`src/rtl/decode_r32i_pkg.sv`:
```
// Shared definitions for the RV32I decode / operand-fetch stage:
// datapath sizes, ALU operation codes, opcode and funct7 constants,
// and the packed bundle handed to the ALU.
package decode_r32i_pkg;

    localparam int unsigned DATA_W = 32;
    localparam int unsigned REG_N  = 32;
    localparam int unsigned IDX_W  = $clog2(REG_N);
    localparam int unsigned ALU_W  = 4;

    // ALU operation codes shared with the execute stage
    localparam logic [ALU_W-1:0] ADD  = 4'd0;
    localparam logic [ALU_W-1:0] SUB  = 4'd1;
    localparam logic [ALU_W-1:0] SLT  = 4'd2;
    localparam logic [ALU_W-1:0] SLTU = 4'd3;
    localparam logic [ALU_W-1:0] AND  = 4'd4;
    localparam logic [ALU_W-1:0] OR   = 4'd5;
    localparam logic [ALU_W-1:0] XOR  = 4'd6;
    localparam logic [ALU_W-1:0] SSL  = 4'd7;
    localparam logic [ALU_W-1:0] SSR  = 4'd8;
    localparam logic [ALU_W-1:0] SRA  = 4'd9;
    localparam logic [ALU_W-1:0] CPY  = 4'd10;

    // Supported major opcodes
    localparam logic [6:0] OPC_OP    = 7'b0110011;
    localparam logic [6:0] OPC_OPIMM = 7'b0010011;
    localparam logic [6:0] OPC_LUI   = 7'b0110111;

    // funct7 values: base encoding and the SUB/SRA alternate
    localparam logic [6:0] F7_BASE = 7'b0000000;
    localparam logic [6:0] F7_ALT  = 7'b0100000;

    // Payload registered toward the ALU
    typedef struct packed {
        logic [DATA_W-1:0] a;
        logic [DATA_W-1:0] b;
        logic [ALU_W-1:0]  alucode;
        logic [IDX_W-1:0]  rd;
    } alu_bundle_t;

    // ALU code from funct3; alt selects SUB/SRA where the encoding allows it
    function automatic logic [ALU_W-1:0] alu_from_f3(input logic [2:0] f3, input logic alt);
        logic [ALU_W-1:0] code;
        code = ADD;
        case (f3)
            3'b000:  code = alt ? SUB : ADD;
            3'b001:  code = SSL;
            3'b010:  code = SLT;
            3'b011:  code = SLTU;
            3'b100:  code = XOR;
            3'b101:  code = alt ? SRA : SSR;
            3'b110:  code = OR;
            default: code = AND;
        endcase
        return code;
    endfunction

endpackage

```
`src/rtl/regfileR32I.sv`:
```
// RV32I integer register file.
// Ports:
//   clock, reset         : rising-edge clock, synchronous active-high reset
//   i_we/i_waddr/i_wdata : synchronous write port (writes to x0 dropped)
//   i_raddr1/o_rdata1_c  : combinational read port 1 (x0 reads zero)
//   i_raddr2/o_rdata2_c  : combinational read port 2 (x0 reads zero)
module regfileR32I
    import decode_r32i_pkg::*;
(
    input  logic              clock,
    input  logic              reset,
    input  logic              i_we,
    input  logic [IDX_W-1:0]  i_waddr,
    input  logic [DATA_W-1:0] i_wdata,
    input  logic [IDX_W-1:0]  i_raddr1,
    output logic [DATA_W-1:0] o_rdata1_c,
    input  logic [IDX_W-1:0]  i_raddr2,
    output logic [DATA_W-1:0] o_rdata2_c
);

    logic [DATA_W-1:0] r_mem [REG_N];

    // Storage: cleared on reset, x0 never written
    always_ff @(posedge clock) begin
        if (reset) begin
            for (int i = 0; i < int'(REG_N); i++) begin
                r_mem[i] <= '0;
            end
        end else if (i_we && (i_waddr != '0)) begin
            r_mem[i_waddr] <= i_wdata;
        end
    end

    // Read ports with x0 hardwired to zero
    assign o_rdata1_c = (i_raddr1 == '0) ? '0 : r_mem[i_raddr1];
    assign o_rdata2_c = (i_raddr2 == '0) ? '0 : r_mem[i_raddr2];

endmodule

```
`src/rtl/decode_r32i.sv`:
```
// RV32I decode and operand-fetch stage feeding the ALU.
// Accepts one instruction per valid/ready handshake, reads rs1/rs2 with a
// writeback bypass, forms the immediate, and registers {A, B, alucode, rd}.
// A per-register busy scoreboard holds issue on RAW/WAW hazards.
// Ports:
//   clock, reset                    : clock, synchronous active-high reset
//   instr_valid/instr_ready/instr   : instruction input handshake
//   out_valid/out_ready             : ALU bundle handshake
//   A, B, alucode, rd               : registered ALU bundle
//   illegal                         : one-cycle pulse after consuming an unsupported word
//   wb_en/wb_rd/wb_data             : writeback port (register write + busy clear)
module decode_r32i
    import decode_r32i_pkg::*;
(
    input  logic              clock,
    input  logic              reset,
    input  logic              instr_valid,
    output logic              instr_ready,
    input  logic [31:0]       instr,
    output logic              out_valid,
    input  logic              out_ready,
    output logic [DATA_W-1:0] A,
    output logic [DATA_W-1:0] B,
    output logic [ALU_W-1:0]  alucode,
    output logic [IDX_W-1:0]  rd,
    output logic              illegal,
    input  logic              wb_en,
    input  logic [IDX_W-1:0]  wb_rd,
    input  logic [DATA_W-1:0] wb_data
);

    logic [6:0]        w_opcode;
    logic [IDX_W-1:0]  w_rd;
    logic [IDX_W-1:0]  w_rs1;
    logic [IDX_W-1:0]  w_rs2;
    logic [2:0]        w_f3;
    logic [6:0]        w_f7;

    logic              w_is_op;
    logic              w_is_opimm;
    logic              w_is_lui;
    logic              w_is_shift;
    logic              w_legal;
    logic [ALU_W-1:0]  w_alucode;

    logic [DATA_W-1:0] w_rf_rs1;
    logic [DATA_W-1:0] w_rf_rs2;
    logic [DATA_W-1:0] w_rs1_val;
    logic [DATA_W-1:0] w_rs2_val;
    logic [DATA_W-1:0] w_imm_i;
    logic [DATA_W-1:0] w_imm_u;
    logic [DATA_W-1:0] w_shamt;
    alu_bundle_t       w_bundle;

    logic [REG_N-1:0]  w_wb_hot;
    logic [REG_N-1:0]  w_eff_busy;
    logic [REG_N-1:0]  w_busy_next;
    logic              w_hazard;
    logic              w_accept;
    logic              w_issue;

    alu_bundle_t       r_bundle;
    logic              r_out_valid;
    logic              r_illegal;
    logic [REG_N-1:0]  r_busy;

    // Instruction fields
    assign w_opcode = instr[6:0];
    assign w_rd     = instr[11:7];
    assign w_f3     = instr[14:12];
    assign w_rs1    = instr[19:15];
    assign w_rs2    = instr[24:20];
    assign w_f7     = instr[31:25];

    // Legality and ALU code
    always_comb begin
        w_is_op    = (w_opcode == OPC_OP);
        w_is_opimm = (w_opcode == OPC_OPIMM);
        w_is_lui   = (w_opcode == OPC_LUI);
        w_is_shift = w_is_opimm && ((w_f3 == 3'b001) || (w_f3 == 3'b101));
        w_legal    = 1'b0;
        if (w_is_op) begin
            // Only SUB (000) and SRA (101) accept the alternate funct7
            w_legal = (w_f7 == F7_BASE) ||
                      ((w_f7 == F7_ALT) && ((w_f3 == 3'b000) || (w_f3 == 3'b101)));
        end else if (w_is_opimm) begin
            if (w_f3 == 3'b001) begin
                w_legal = (w_f7 == F7_BASE);
            end else if (w_f3 == 3'b101) begin
                w_legal = (w_f7 == F7_BASE) || (w_f7 == F7_ALT);
            end else begin
                w_legal = 1'b1;
            end
        end else if (w_is_lui) begin
            w_legal = 1'b1;
        end

        // ADDI never becomes SUB: only R-type uses the alternate bit at funct3=000
        if (w_is_lui) begin
            w_alucode = CPY;
        end else if (w_f3 == 3'b000) begin
            w_alucode = alu_from_f3(w_f3, w_is_op && (w_f7 == F7_ALT));
        end else begin
            w_alucode = alu_from_f3(w_f3, w_f7 == F7_ALT);
        end
    end

    regfileR32I u_regfile (
        .clock      (clock),
        .reset      (reset),
        .i_we       (wb_en),
        .i_waddr    (wb_rd),
        .i_wdata    (wb_data),
        .i_raddr1   (w_rs1),
        .o_rdata1_c (w_rf_rs1),
        .i_raddr2   (w_rs2),
        .o_rdata2_c (w_rf_rs2)
    );

    // Writeback bypass: a value landing this cycle is forwarded to the operand
    assign w_rs1_val = (wb_en && (wb_rd == w_rs1) && (w_rs1 != '0)) ? wb_data : w_rf_rs1;
    assign w_rs2_val = (wb_en && (wb_rd == w_rs2) && (w_rs2 != '0)) ? wb_data : w_rf_rs2;

    assign w_imm_i = {{(DATA_W-12){instr[31]}}, instr[31:20]};
    assign w_imm_u = {instr[31:12], 12'b0};
    assign w_shamt = DATA_W'(instr[24:20]);

    // Operand selection
    always_comb begin
        w_bundle.a       = w_rs1_val;
        w_bundle.b       = w_rs2_val;
        w_bundle.alucode = w_alucode;
        w_bundle.rd      = w_rd;
        if (w_is_opimm) begin
            w_bundle.b = w_is_shift ? w_shamt : w_imm_i;
        end else if (w_is_lui) begin
            w_bundle.a = w_imm_u;
            w_bundle.b = w_imm_u;
        end
    end

    // Scoreboard: a register being written back this cycle no longer blocks
    always_comb begin
        w_wb_hot = '0;
        if (wb_en) begin
            w_wb_hot[wb_rd] = 1'b1;
        end
        w_eff_busy = r_busy & ~w_wb_hot;
    end

    // Illegal words bypass the hazard check since they never touch the scoreboard
    assign w_hazard = w_legal && (((w_is_op || w_is_opimm) && w_eff_busy[w_rs1]) ||
                                  (w_is_op && w_eff_busy[w_rs2]) ||
                                  w_eff_busy[w_rd]);

    assign instr_ready = !reset && !w_hazard && (!r_out_valid || out_ready);
    assign w_accept    = instr_valid && instr_ready;
    assign w_issue     = w_accept && w_legal;

    // Next busy vector: writeback clears, issue sets, set wins on the same index
    always_comb begin
        w_busy_next = r_busy & ~w_wb_hot;
        if (w_issue) begin
            w_busy_next[w_rd] = 1'b1;
        end
        w_busy_next[0] = 1'b0;
    end

    // Output register (EMPTY/FULL tracked by r_out_valid) and scoreboard
    always_ff @(posedge clock) begin
        if (reset) begin
            r_out_valid      <= 1'b0;
            r_illegal        <= 1'b0;
            r_bundle.a       <= '0;
            r_bundle.b       <= '0;
            r_bundle.alucode <= ADD;
            r_bundle.rd      <= '0;
            r_busy           <= '0;
        end else begin
            r_illegal <= w_accept && !w_legal;
            if (w_issue) begin
                r_bundle    <= w_bundle;
                r_out_valid <= 1'b1;
            end else if (out_ready) begin
                r_out_valid <= 1'b0;
            end
            r_busy <= w_busy_next;
        end
    end

    assign out_valid = r_out_valid;
    assign illegal   = r_illegal;
    assign A         = r_bundle.a;
    assign B         = r_bundle.b;
    assign alucode   = r_bundle.alucode;
    assign rd        = r_bundle.rd;

endmodule

```
`config.mk`:
```
export PLATFORM = sky130hd
export DESIGN_NAME = decode_r32i
export DESIGN_NICKNAME = d
export VERILOG_FILES = /design/src/rtl/decode_r32i_pkg.sv /design/src/rtl/regfileR32I.sv /design/src/rtl/decode_r32i.sv
export SDC_FILE = /design/constraint.sdc
export NUM_CORES = 2
export LEC_CHECK = 0
export CAP_MARGIN = 20
export CORE_MARGIN = 2
export CORE_UTILIZATION = 40
export CTS_CLUSTER_DIAMETER = 40
export DETAILED_ROUTE_END_ITERATION = 10
export SETUP_SLACK_MARGIN = 0.1
export SYNTH_ARGS = -nofsm -noshare
export SYNTH_HDL_FRONTEND = slang
export SYNTH_HIERARCHICAL = 1
export SYNTH_SLANG_ARGS = --single-unit
```
`constraint.sdc`:
```
create_clock -name clock -period 2.7 [get_ports clock]
set_clock_uncertainty 0.05 [all_clocks]
set_input_delay 0.27 -clock clock [delete_from_list [all_inputs] [get_ports clock]]
set_output_delay 0.27 -clock clock [all_outputs]
set_load 0.02 [all_outputs]
```
==> flow_metrics.py <==
metrics = {
    "floorplanning": {
        "die_x_um": 396,
        "io_pins": 150,
        "rows": 143,
        "die-area_um2": 157000,
        "core_area_um2": 152000,
        "start_util_pct": 40.4,
        "die_h_um": 396,
    },
    "clock_network": {
        "clk_latency_ps": 830,
        "cts.clk_slew.worst_paths_ps": 50,
        "cts_buffer_depth": 3,
        "cts_sinks": 1130,
        "cts_buffers": 174,
        "cts_max_level": 4,
        "cts_tree": "done",
        "clockRootBuffer": "clkbuf_16",
    },
    "worst_setup_path": {
        "cpMostUsedCell": "buf_6",
        "worstPathBufferInverterCount": 3,
        "slowest_delay_ps": 390,
        "cp_max_fo": 3,
        "cp.required_ps": 2380,
        "critPathArrivalTime_ps": 2930,
        "startpoint_type": "flip-flop",
        "cp_top_family": "compound AO/OA/AOI/OAI gates",
        "r2r-start": "u_regfile/r_mem[29][21]",
        "end_kind": "primary output",
        "worst-setup-path-type": "reg -> out",
        "cp_cell_sequence": "o41ai_4 > mux2_4 > a311oi_2 > buf_4 > o21ai_2 > a221o_1 > a31oi_4 > buf_6 > nor2b_4 > buf_6",
        "cp_slowest_cell": "a221o_1",
        "startpoint": "r_busy[4]",
    },
    "placement": {
        "place_inst": 6859,
        "dp_hpwl_um": 167000,
        "port_buffers": 149,
        "gp_congestion": 0.958,
        "placed_cell_area_um2": 71700,
    },
    "yosys": {
        "syn_area_per_cell_um2": 14.2,
        "synth-seq-cells": 1130,
        "synth_edf_count": 1024,
        "yosysWarnings": 6,
        "netlist_area_um2": 61500,
        "synth.distinct_cells": 75,
        "synth-main-ff-cell": "edfxtp_1",
        "async_flop_share_pct": 0,
        "ys_seq_area_share_pct": 53.4,
        "syn_inst": 4333,
    },
    "global_route": {
        "grt_pass1_wl_um": 339000,
        "grt-ovfl-total": 0,
        "grt_pass1_vias": 44400,
        "gr-usage-all-layers_pct": 30.6,
        "grt_max_degree": 115,
        "antenna_found_initial": 14,
    },
    "timing": {
        "finalSetupViolations": 52,
        "timing.final.crit_share_pct": 120,
        "worst_slew_pin_slew_ps": 770,
        "rsz0062_at_grt": "true",
        "min_period_ps": 3250,
        "slew_headroom_pct": 48.6,
        "worst_slack_ps": -548,
        "clock.fmax_mhz": 308,
        "finalHoldViolations": 0,
        "maxSlewViolCount": 0,
    },
    "cells_and_area": {
        "fin_nets": 5117,
        "synthToLayoutAreaGrowth_pct": 29.0,
        "postLayoutCellArea_um2": 79400,
        "multi_input_area_um2": 28000,
        "utilization_pct": 52.1,
        "final-instance-count-excl-fill": 7227,
        "fill_cells": 12600,
        "seqCellArea_um2": 32900,
        "drive_gt1_share_pct": 36.9,
    },
    "run": {
        "maxCapViolations": 0,
    },
    "detailed_routing": {
        "via_per_inst": 6.15,
        "drt-pass1-iter-count": 7,
        "drc": 0,
        "wl_um": 242000,
        "wl_per_cell_um": 33.5,
        "drt_iter0_drc": 5942,
        "ant_nets": 0,
        "vias": 44400,
    },
    "power": {
        "peakVddDrop_uv": 496,
        "cellLeakagePower_nw": 29.0,
        "power.density_nw_per_um2": 638,
        "power_mw": 50.7,
    },
    "hold_path": {
        "hp-class": "in -> reg",
        "hold_start": "wb_rd[0]",
    },
    "status": {
        "violations": "setup timing",
        "status": "finished, violations left",
    },
}
-- metrics by stage --
stage | setup WS, ps | TNS [ps] | hold slack [ps]
finish | -548 | -2300 | 9.47
global route | -643 | -9140 | 7.16
CTS | -597 | -11610 | 51.4
detailed placement | -1320 | -206940 | 422
global placement | -1400 | -215620 | 416
floorplan | 35.3 | 0 | 366
-- synth_stat cells, drive strengths merged, types with 7 or more instances --
cell	instances	area, µm²
nand2	32	120
o32ai	12	105
buf	143	976
edfxtp	1024	30700
nor2b	66	413
dfxtp	106	2120
o22ai	130	813
a211oi	16	120
a21oi	21	105
inv	7	26.3
nand3b	8	60.1
or2	38	238
o41ai	8	115
clkbuf	322	1210
a221oi	19	166
a211o	21	184
or3	12	75.1
nand2b	56	350
mux2i	232	2320
o21ai	41	205
nor2	117	439
a22o	51	447
mux2	103	1160
mux4	475	10700
a22oi	27	203
nand3	27	135
and2	997	6240
nor4	12	81.3
a2111oi	56	543
nor3	65	330
-- layout by cell type (no fill, tap or decap), drive strengths merged, types with 12 or more instances in the layout --
cell type / n
buf: 822
or3: 12
nor2b: 66
dfxtp: 106
nor2: 117
a21oi: 21
mux4: 475
nor3: 65
clkbuf: 200
a22oi: 27
nand2b: 56
nand2: 32
o21ai: 41
nand3: 27
or2: 38
inv: 35
o22ai: 130
and2: 997
clkinvlp: 17
bufinv: 23
a211oi: 16
nor4: 12
a2111oi: 56
clkdlybuf4s50: 132
conb: 32
o32ai: 12
edfxtp: 1024
a221oi: 19
clkinv: 66
mux2: 103
mux2i: 232
a211o: 21
a22o: 51
-- flip-flops by register name, indices dropped and copies added, names as in the netlist --
name,flops
A,32
B,32
alucode,4
illegal,1
out_valid,1
r_busy,31
rd,5
u_regfile/r_mem,1024
-- path summary, 6_finish.rpt --
kind	endpoint	slack, ps	cells after the start
worst min register to register	A[25]	430	2
worst max-delay path	instr_ready	-550	10
worst max register to register	B[21]	-120	10
worst min-delay path	r_busy[4]	9	5
-- where the power goes --
part	switching [mW]	internal [mW]	total, mW	leakage (nW)
Combinational	3.73	3.08	6.80	15.4
Sequential	0.479	19.9	20.4	10.6
Clock	9.08	14.4	23.4	2.93
-- area by class of cell --
cell class,count,area share (%)
Sequential cell,1130,41.4
Clock buffer,194,5.61
Antenna cell,2,0.00631
Clock inverter,134,2.08
Tap cell,2030,3.20
Multi-Input combinational cell,2762,35.2
Timing Repair Buffer,968,12.4
Inverter,7,0.0331
-- timing repair --
action,in CTS,in global routing
pin swaps,49,32
hold buffers,2,2
buffers inserted,21,8
cloned,8,0
gates resized for setup,188,52
setup endpoints to repair,106,106
endpoints found under the hold margin,7,2
-- kinds of logic after synthesis --
group                  share of synthesized area (%)
flip-flops                                      53.4
multiplexers                                    23.0
XOR/XNOR                                       0.157
other                                        0.00609
AND/OR/NAND/NOR                                 14.4
AO/OA/AOI/OAI                                   5.41
buffers and inverters                           3.59
-- worst register-to-register path, stage by stage (launching register included) --
cell and delay [ps]:
edfxtp_1 380, mux4_2 550, a221oi_2 270, o21ai_1 110, buf_4 170, nor4b_4 130, mux2_4 310, a221oi_2 260
buf_4 160, nor2_2 30, mux2_4 280
-- metal layers --
metal	share of wire (%)	vias to the layer above	track usage, %
met5	0.0054	-	0
met4	6.3	2	17.4
met3	10	551	6.47
met2	45	2799	46.6
met1	39	22900	40.5
li1	-	18200	-
(Power assumes the default switching activity.)
